$ cat config.mk
export PLATFORM = sky130hd
export DESIGN_NAME = mul_sequencer
export DESIGN_NICKNAME = d
export VERILOG_FILES = /design/src/rtl/mul_sequencer.sv
export SDC_FILE = /design/constraint.sdc
export NUM_CORES = 1
export LEC_CHECK = 0
export CAP_MARGIN = 20
export CORE_MARGIN = 8
export CORE_UTILIZATION = 50
export CTS_CLUSTER_SIZE = 40
export DETAILED_ROUTE_END_ITERATION = 8
export GPL_ROUTABILITY_DRIVEN = 1
export PLACE_DENSITY = 0.89
export SYNTH_ARGS = -nofsm -noshare
export SYNTH_HDL_FRONTEND = slang
export SYNTH_SLANG_ARGS = --single-unit
$ cat constraint.sdc
create_clock -name clk_i -period 3.9 [get_ports clk_i]
set_clock_uncertainty 0.2 [all_clocks]
set_input_delay 0.39 -clock clk_i [delete_from_list [all_inputs] [get_ports clk_i]]
set_output_delay 0.39 -clock clk_i [all_outputs]
set_load 0.1 [all_outputs]
$ cat src/rtl/mul_sequencer.sv
// Multi-cycle radix-2 shift-add multiplier for the EX stage.
// Stalls the pipeline while iterating and pulses done_o when result_o is refreshed.
module mul_sequencer #(
    parameter int unsigned DATA_W   = 32,
    parameter logic [3:0]  MUL_CODE = 4'b0011
) (
    input  logic              clk_i,
    input  logic              rst_i,
    input  logic              valid_i,
    input  logic              flush_i,
    input  logic [3:0]        ALUCtrl_i,
    input  logic              ALUJrCtrl_i,
    input  logic [DATA_W-1:0] src1_i,
    input  logic [DATA_W-1:0] src2_i,
    output logic              stall_o,
    output logic              done_o,
    output logic [DATA_W-1:0] result_o
);

    localparam int unsigned CntW = $clog2(DATA_W + 1);

    typedef enum logic [1:0] {StIdle, StBusy, StDone} state_e;

    state_e            state_q, state_d;
    logic [DATA_W-1:0] mcand_q, mcand_d;
    logic [DATA_W-1:0] mplier_q, mplier_d;
    logic [DATA_W-1:0] acc_q, acc_d;
    logic [DATA_W-1:0] acc_step;
    logic [DATA_W-1:0] result_q, result_d;
    logic [CntW-1:0]   cnt_q, cnt_d;
    logic              start;
    logic              zero_op;
    logic              last_step;

    // jr shares the mul ALU code, so it must be excluded explicitly
    assign start     = valid_i & (ALUCtrl_i == MUL_CODE) & ~ALUJrCtrl_i & ~flush_i;
    assign zero_op   = (src1_i == '0) | (src2_i == '0);
    assign last_step = (cnt_q == CntW'(DATA_W - 1));
    assign acc_step  = acc_q + (mplier_q[0] ? mcand_q : '0);

    always_ff @(posedge clk_i or posedge rst_i) begin
        if (rst_i) begin
            state_q <= StIdle;
        end else begin
            state_q <= state_d;
        end
    end

    always_comb begin
        state_d = state_q;
        unique case (state_q)
            StIdle: begin
                if (start) begin
                    state_d = zero_op ? StDone : StBusy;
                end
            end
            StBusy: begin
                if (flush_i) begin
                    state_d = StIdle;
                end else if (last_step) begin
                    state_d = StDone;
                end
            end
            StDone:  state_d = StIdle;
            default: state_d = StIdle;
        endcase
    end

    // Result is captured on the edge into DONE so it is valid while done_o is high
    always_comb begin
        mcand_d  = mcand_q;
        mplier_d = mplier_q;
        acc_d    = acc_q;
        cnt_d    = cnt_q;
        result_d = result_q;
        if (state_q == StIdle && start) begin
            mcand_d  = src1_i;
            mplier_d = src2_i;
            acc_d    = '0;
            cnt_d    = '0;
            if (zero_op) begin
                result_d = '0;
            end
        end else if (state_q == StBusy && !flush_i) begin
            acc_d    = acc_step;
            mcand_d  = mcand_q << 1;
            mplier_d = mplier_q >> 1;
            cnt_d    = cnt_q + CntW'(1);
            if (last_step) begin
                result_d = acc_step;
            end
        end
    end

    always_ff @(posedge clk_i or posedge rst_i) begin
        if (rst_i) begin
            mcand_q  <= '0;
            mplier_q <= '0;
            acc_q    <= '0;
            cnt_q    <= '0;
            result_q <= '0;
        end else begin
            mcand_q  <= mcand_d;
            mplier_q <= mplier_d;
            acc_q    <= acc_d;
            cnt_q    <= cnt_d;
            result_q <= result_d;
        end
    end

    always_comb begin
        stall_o  = ~rst_i & (((state_q == StIdle) & start) |
                             ((state_q == StBusy) & ~flush_i));
        done_o   = (state_q == StDone);
        result_o = result_q;
    end

endmodule

==> metrics <==
status finished, final reports clean; setup tns final 0 ns; post-CTS sizing 0; initial antenna violation count 1; Avg Inst Size Synth slightly below 9 um2; global-route wire length before repair roughly 34 mm; register area share after synthesis between 40% and 50%; most used flip-flop cell after synthesis dfrtp_1; distinct cell type count after synthesis between 60 and 70; Port-buffer cells around 110; worst hold path class in -> async; Clock Tree Root clkbuf_16; Final Net Count around 1.1k; nature of the critical path endpoint register; Placement Cell Area between 8000 and 9000 um2; Post-synth EDFFs 0; die height 138 um; Synth Instances about 850; Starting Density about 51%; Remaining DRCs 0; post-CTS setup buffer count 0; peak supply drop roughly 0.34 mV; RSZ-0062 raised after global routing no; Starting DRT DRC Count 656; area leader, netlist dfrtp_1; Post-Route WL roughly 20 mm; H-tree levels 4; Hold Fails Final Rpt 0; drt wl/cell 17.8 um; Placer Congestion roughly 0.88; Critical Path RT ~4 ns; FMAX approximately 280 MHz; total CTS buffers 17; synth-to-layout area growth 25.7%; largest net degree at the start of global routing 65; # IOs 107; die area 19100 um2; post-DP HPWL about 14 mm; clock-pin slew on the worst setup and hold paths 0.06 ns; Synth Register Bits 136; Mapped Area about 7500 um2; Slew Viols, Final 0; Core Util, Final 64.5%; Vias about 6.7k; power consumption ~3.9 mW; Clock Sinks about 140; Final ANT Viol Nets 0; CP Launch Type register; Setup Viol. Count Final 0; ys async rst share 100%; Final min period between 3 and 4 ns; Worst-Margin Slew 1.01 ns; first-pass iteration count of the detailed router 5; post-synth top area share around 46%; Leak Pwr around 4.4 nW; Core ar. ~15000 um2; largest cells by area after synthesis dfrtp_1 (46%), nand2_1 (11%), ha_1 (5.4%), a22oi_1 (3.3%), nor2_1 (3.0%); hold_buf cts 0; row count 44; # Max-Cap Violations 0; YS warnings 0; vias per cell 5.88; pwr dens 419 nW/um2; worst-path maximum fanout 15; total gr overflow 0; kind of critical path reg -> reg; share of cells above drive strength 1 approximately 7.6%; Total Routing Usage GR 21.3%; CTS tree built; clk buf depth 2; crit share post-route a little over 90%; crit path DAT 3.69 ns; worst skew pair latency 0.43 ns; Die X 138 um; Final Cell Area roughly 9400 um2; Slew headroom 32.6%; syn_nets 954; number of global-route vias before repair between 7k and 8k; R2R setup slack about 0.32 ns
state kept, by name (all words and copies together) (netlist names):
register	count
acc_q	32
cnt_q	6
mcand_q	32
mplier_q	32
result_o	32
state_q	2
power breakdown:
part	switching, mW	leakage [nW]	total, mW	internal (mW)
combinational	0.261	2.25	0.486	0.225
clock	0.613	0.312	1.75	1.14
sequential	0.121	1.84	1.69	1.57
stage by stage:
step	instances	setup slack, ns	hold WS [ns]
CTS	1140	0.362	0.270
detailed placement	1109	0.467	0.260
finish	1141	0.324	0.250
global route	1140	0.141	0.295
global placement	1109	0.584	0.251
floorplan	848	0.779	0.247
synth_stat cells, drive strengths merged (3+ instances only):
master and n:
xor2 16, or2 3, dfrtp 136, clkbuf 39, buf 7, nor4 18
nand4 10, o31ai 7, a31oi 35, a31o 3, a21o 11, a22o 12
o21a 8, xnor2 13, inv 17, nor2 61, nor2b 5, a21oi 45
and3 5, ha 32, a22oi 33, nand2 209, o21ai 35, nand3 14
a211oi 4, o21bai 4, nor3 6, and2 33
cells in the final DEF (no fill, tap or decap), types with 16 or more instances in the layout:
master           synthesis  routed
o21ai_0                 32      32
buf_4                    1      16
clkbuf_16                0      17
and2_1                  33      32
a31oi_1                 35      35
dfrtp_1                136     136
ha_1                    32      32
xor2_1                  16      16
clkdlybuf4s50_1          0     105
a21oi_1                 44      44
nor2_1                  60      60
a22oi_1                 33      33
inv_1                   17      16
nand2_1                209     208
nor4_1                  18      18
final timing paths:
kind	start	to	cells after the start
worst max-delay path	mplier_q[0]	result_o[31]	12
worst min-delay path	rst_i	mplier_q[9]	2
worst max register to register	mplier_q[0]	result_o[31]	12
worst min register to register	result_o[20]	result_o[20]	2
max in group asynchronous	rst_i	result_o[15]	3
min in group clk_i	result_o[20]	result_o[20]	2
critical path: stages, from the launching register on:
cell     delay, ns
dfrtp_1       0.49
buf_4         0.25
and2_1        0.15
ha_1          0.37
and4_1        0.26
and3_2        0.23
a21oi_1       0.18
o21ai_2       0.09
a41oi_4       0.24
o21a_1        0.23
a21bo_2       0.19
xor3_1        0.36
a22o_1        0.21
routing by layer:
| metal | global-route usage [%] | wire length (um) |
|---|---|---|
| met5 | 0 | 0 |
| met4 | 12.4 | 830 |
| met3 | 4.97 | 1370 |
| met2 | 35.4 | 9940 |
| met1 | 24.8 | 8200 |
cell type report:
type | instances | area, um2
clock buffer | 18 | 439
timing repair buffer | 123 | 1210
tap | 184 | 230
antenna | 1 | 2.50
sequential | 136 | 3400
clock inverter | 13 | 203
multi-input combinational | 649 | 3810
inverter | 17 | 67.6
fill | 1113 | 5160
cells by family after synthesis:
kind of cell / synth area share (%)
compound gates: 19.0
xor+xnor: 3.73
fa+ha+maj: 5.64
buf+inv: 3.37
flops: 45.6
mux: 0.571
simple gates: 22.1
(Power assumes the default switching activity.)
==> variant (same settings) <==
Change the parameter `DATA_W` from 32 to 128.
--- a/src/rtl/mul_sequencer.sv
+++ b/src/rtl/mul_sequencer.sv
@@ -1,7 +1,7 @@
 // Multi-cycle radix-2 shift-add multiplier for the EX stage.
 // Stalls the pipeline while iterating and pulses done_o when result_o is refreshed.
 module mul_sequencer #(
-    parameter int unsigned DATA_W   = 32,
+    parameter int unsigned DATA_W   = 128,
     parameter logic [3:0]  MUL_CODE = 4'b0011
 ) (
     input  logic              clk_i,
Ports: changed (resized result_o, src1_i and src2_i); port bits go from 107 to 395. The function was not compared with the original's and may differ.
==> variant against the original RTL <==
The run now ends with negative setup slack left. Total power grew to 3.7 times the old value. Clock power rose to 3.1 times the old value. Synthesized area grew to 4.1 times the old value. Worst setup slack lost 0.54 ns. Design area grew to 4.5 times the old value. Sequential cell count is 386 higher. Maximum frequency is 13% lower. Non-clock buffer count grew 766. Combinational power grew to 5.1 times the old value. Via count increased to 4.9 times the old value. Wire length grew to 5.8 times the old value. Critical endpoint is now acc_q[124]$_DFFE_PP0N_. Largest power group is now sequential cells. Highest routed layer is now met5.
==> variant: results (changes against the original RTL) <==
[run_status]
outcome = finished with violations  ; was complete, no violations
failed_checks = negative setup slack

[global_routing]
grt_pass1_wl_um = 177500  ; was 33890 um
grt_usage_pct = 31.35  ; was 21.30%
use_met1_pct = 40.71  ; was 24.75%
use_met2_pct = 50.09  ; was 35.37%
use_met3_pct = 7.672  ; was 4.966%

[power_and_ir_drop]
p_seq_mw = 6.49  ; was 1.69 mW
netSwitchingPower_mw = 4.142  ; was 0.9948 mW
p_seq_share_pct = 45.1  ; was 42.9%
leakagePower_nw = 19.11  ; was 4.405 nW

[final_layout]
regArea_sq_um = 13060  ; was 3403 sq um
num-fill-cells = 4221  ; was 1113
layout.clock_buffers = 76  ; was 18
final_nets = 4779  ; was 1050
clock_area_share_pct = 4.378  ; was 6.849%
fin_area_sq_um = 42420  ; was 9371 sq um
drive_above_1_share_pct = 19.84  ; was 7.636%
comb.multi_input.count = 2871  ; was 649
buffers = 889  ; was 123
n_antenna_cell = 3  ; was 1
buf_share_pct = 18.85  ; was 12.92%

[detailed_routing]
drt-wirelength-per-cell_um = 22.47  ; was 17.82 um
drt-vias-per-instance = 6.258  ; was 5.883
num_vias = 32640  ; was 6712
drt-initial-drc-count = 3520  ; was 656

[synth]
synth_cell_types = 73  ; was 62
ys_top_cells_by_area = dfrtp_1 43%, nand2_1 11%, ha_1 5.2%, a21oi_1 3.9%, nor2_1 3.3%  ; was dfrtp_1 46%, nand2_1 11%, ha_1 5.4%, a22oi_1 3.3%, nor2_1 3.0%
mappedNetlistNets = 4082  ; was 954
synth_compound_area_share_pct = 21.98  ; was 18.96%
yosys-top-cells-count = 879 x nand2_1, 522 x dfrtp_1, 269 x nor2_1, 241 x clkbuf_1, 240 x a21oi_1  ; was 209 x nand2_1, 136 x dfrtp_1, 60 x nor2_1, 44 x a21oi_1, 37 x clkbuf_1
ys_seq_area_share_pct = 42.66  ; was 45.65%
synth_area_per_cell_sq_um = 8.303  ; was 8.792 sq um
synth_mux_area_share_pct = 0  ; was 0.5706%

[cts]
cts_buffer_depth = 3  ; was 2
cts_setup_buffers = 11  ; was 0
cts_hold_buf = 1  ; was 0
cts_resized = 154  ; was 0
worstSkewPairLatency_ns = 0.64  ; was 0.43 ns
htree_levels = 2  ; was 4

[critical_path]
critPathMaxFanout = 54  ; was 15
worstPathArrival_ns = 4.40  ; was 3.69 ns
cpMaxStageDelayCell = nor4_1  ; was dfrtp_1
path_delay_family = simple AND/OR/NAND/NOR gates  ; was compound AO/OA/AOI/OAI gates

[die]
rows = 90  ; was 44

[place]
dp_hpwl_um = 82700  ; was 14260 um
dp_slack_ns = -0.5033  ; was 0.4674 ns
port_buffers = 394  ; was 106
place_congestion = 1.021  ; was 0.8785

[sta]
tns_ns = -4.716  ; was 0 ns
setup_viol = 61  ; was 0
worst_pin_slew_ns = 1.142  ; was 1.007 ns
setup_slack_ns = -0.2179  ; was 0.3241 ns

[min_path]
holdCritPathClass = in -> reg  ; was in -> async

-- variant: final timing paths --
path | to | slack (ns) | cells after the start | from
max | acc_q[124]$_DFFE_PP0N_ | -0.22 | 14 | mplier_q[0]$_DFFE_PP0N_
min | mcand_q[124]$_DFFE_PP0N_ | 0.17 | 3 | src1_i[124]
max reg2reg | acc_q[124]$_DFFE_PP0N_ | -0.22 | 14 | mplier_q[0]$_DFFE_PP0N_
min reg2reg | mplier_q[30]$_DFFE_PP0N_ | 0.28 | 2 | mplier_q[30]$_DFFE_PP0N_
max in group asynchronous | mcand_q[51]$_DFFE_PP0N_ | 1.90 | 5 | rst_i
min in group asynchronous | mplier_q[47]$_DFFE_PP0N_ | 0.50 | 3 | rst_i
-- variant: metal layers --
layer  wire length, um  vias up
li1                  -    14480
met1             45740    15720
met2             53760     2014
met3             12030      426
met4              5632        4
met5                29        -
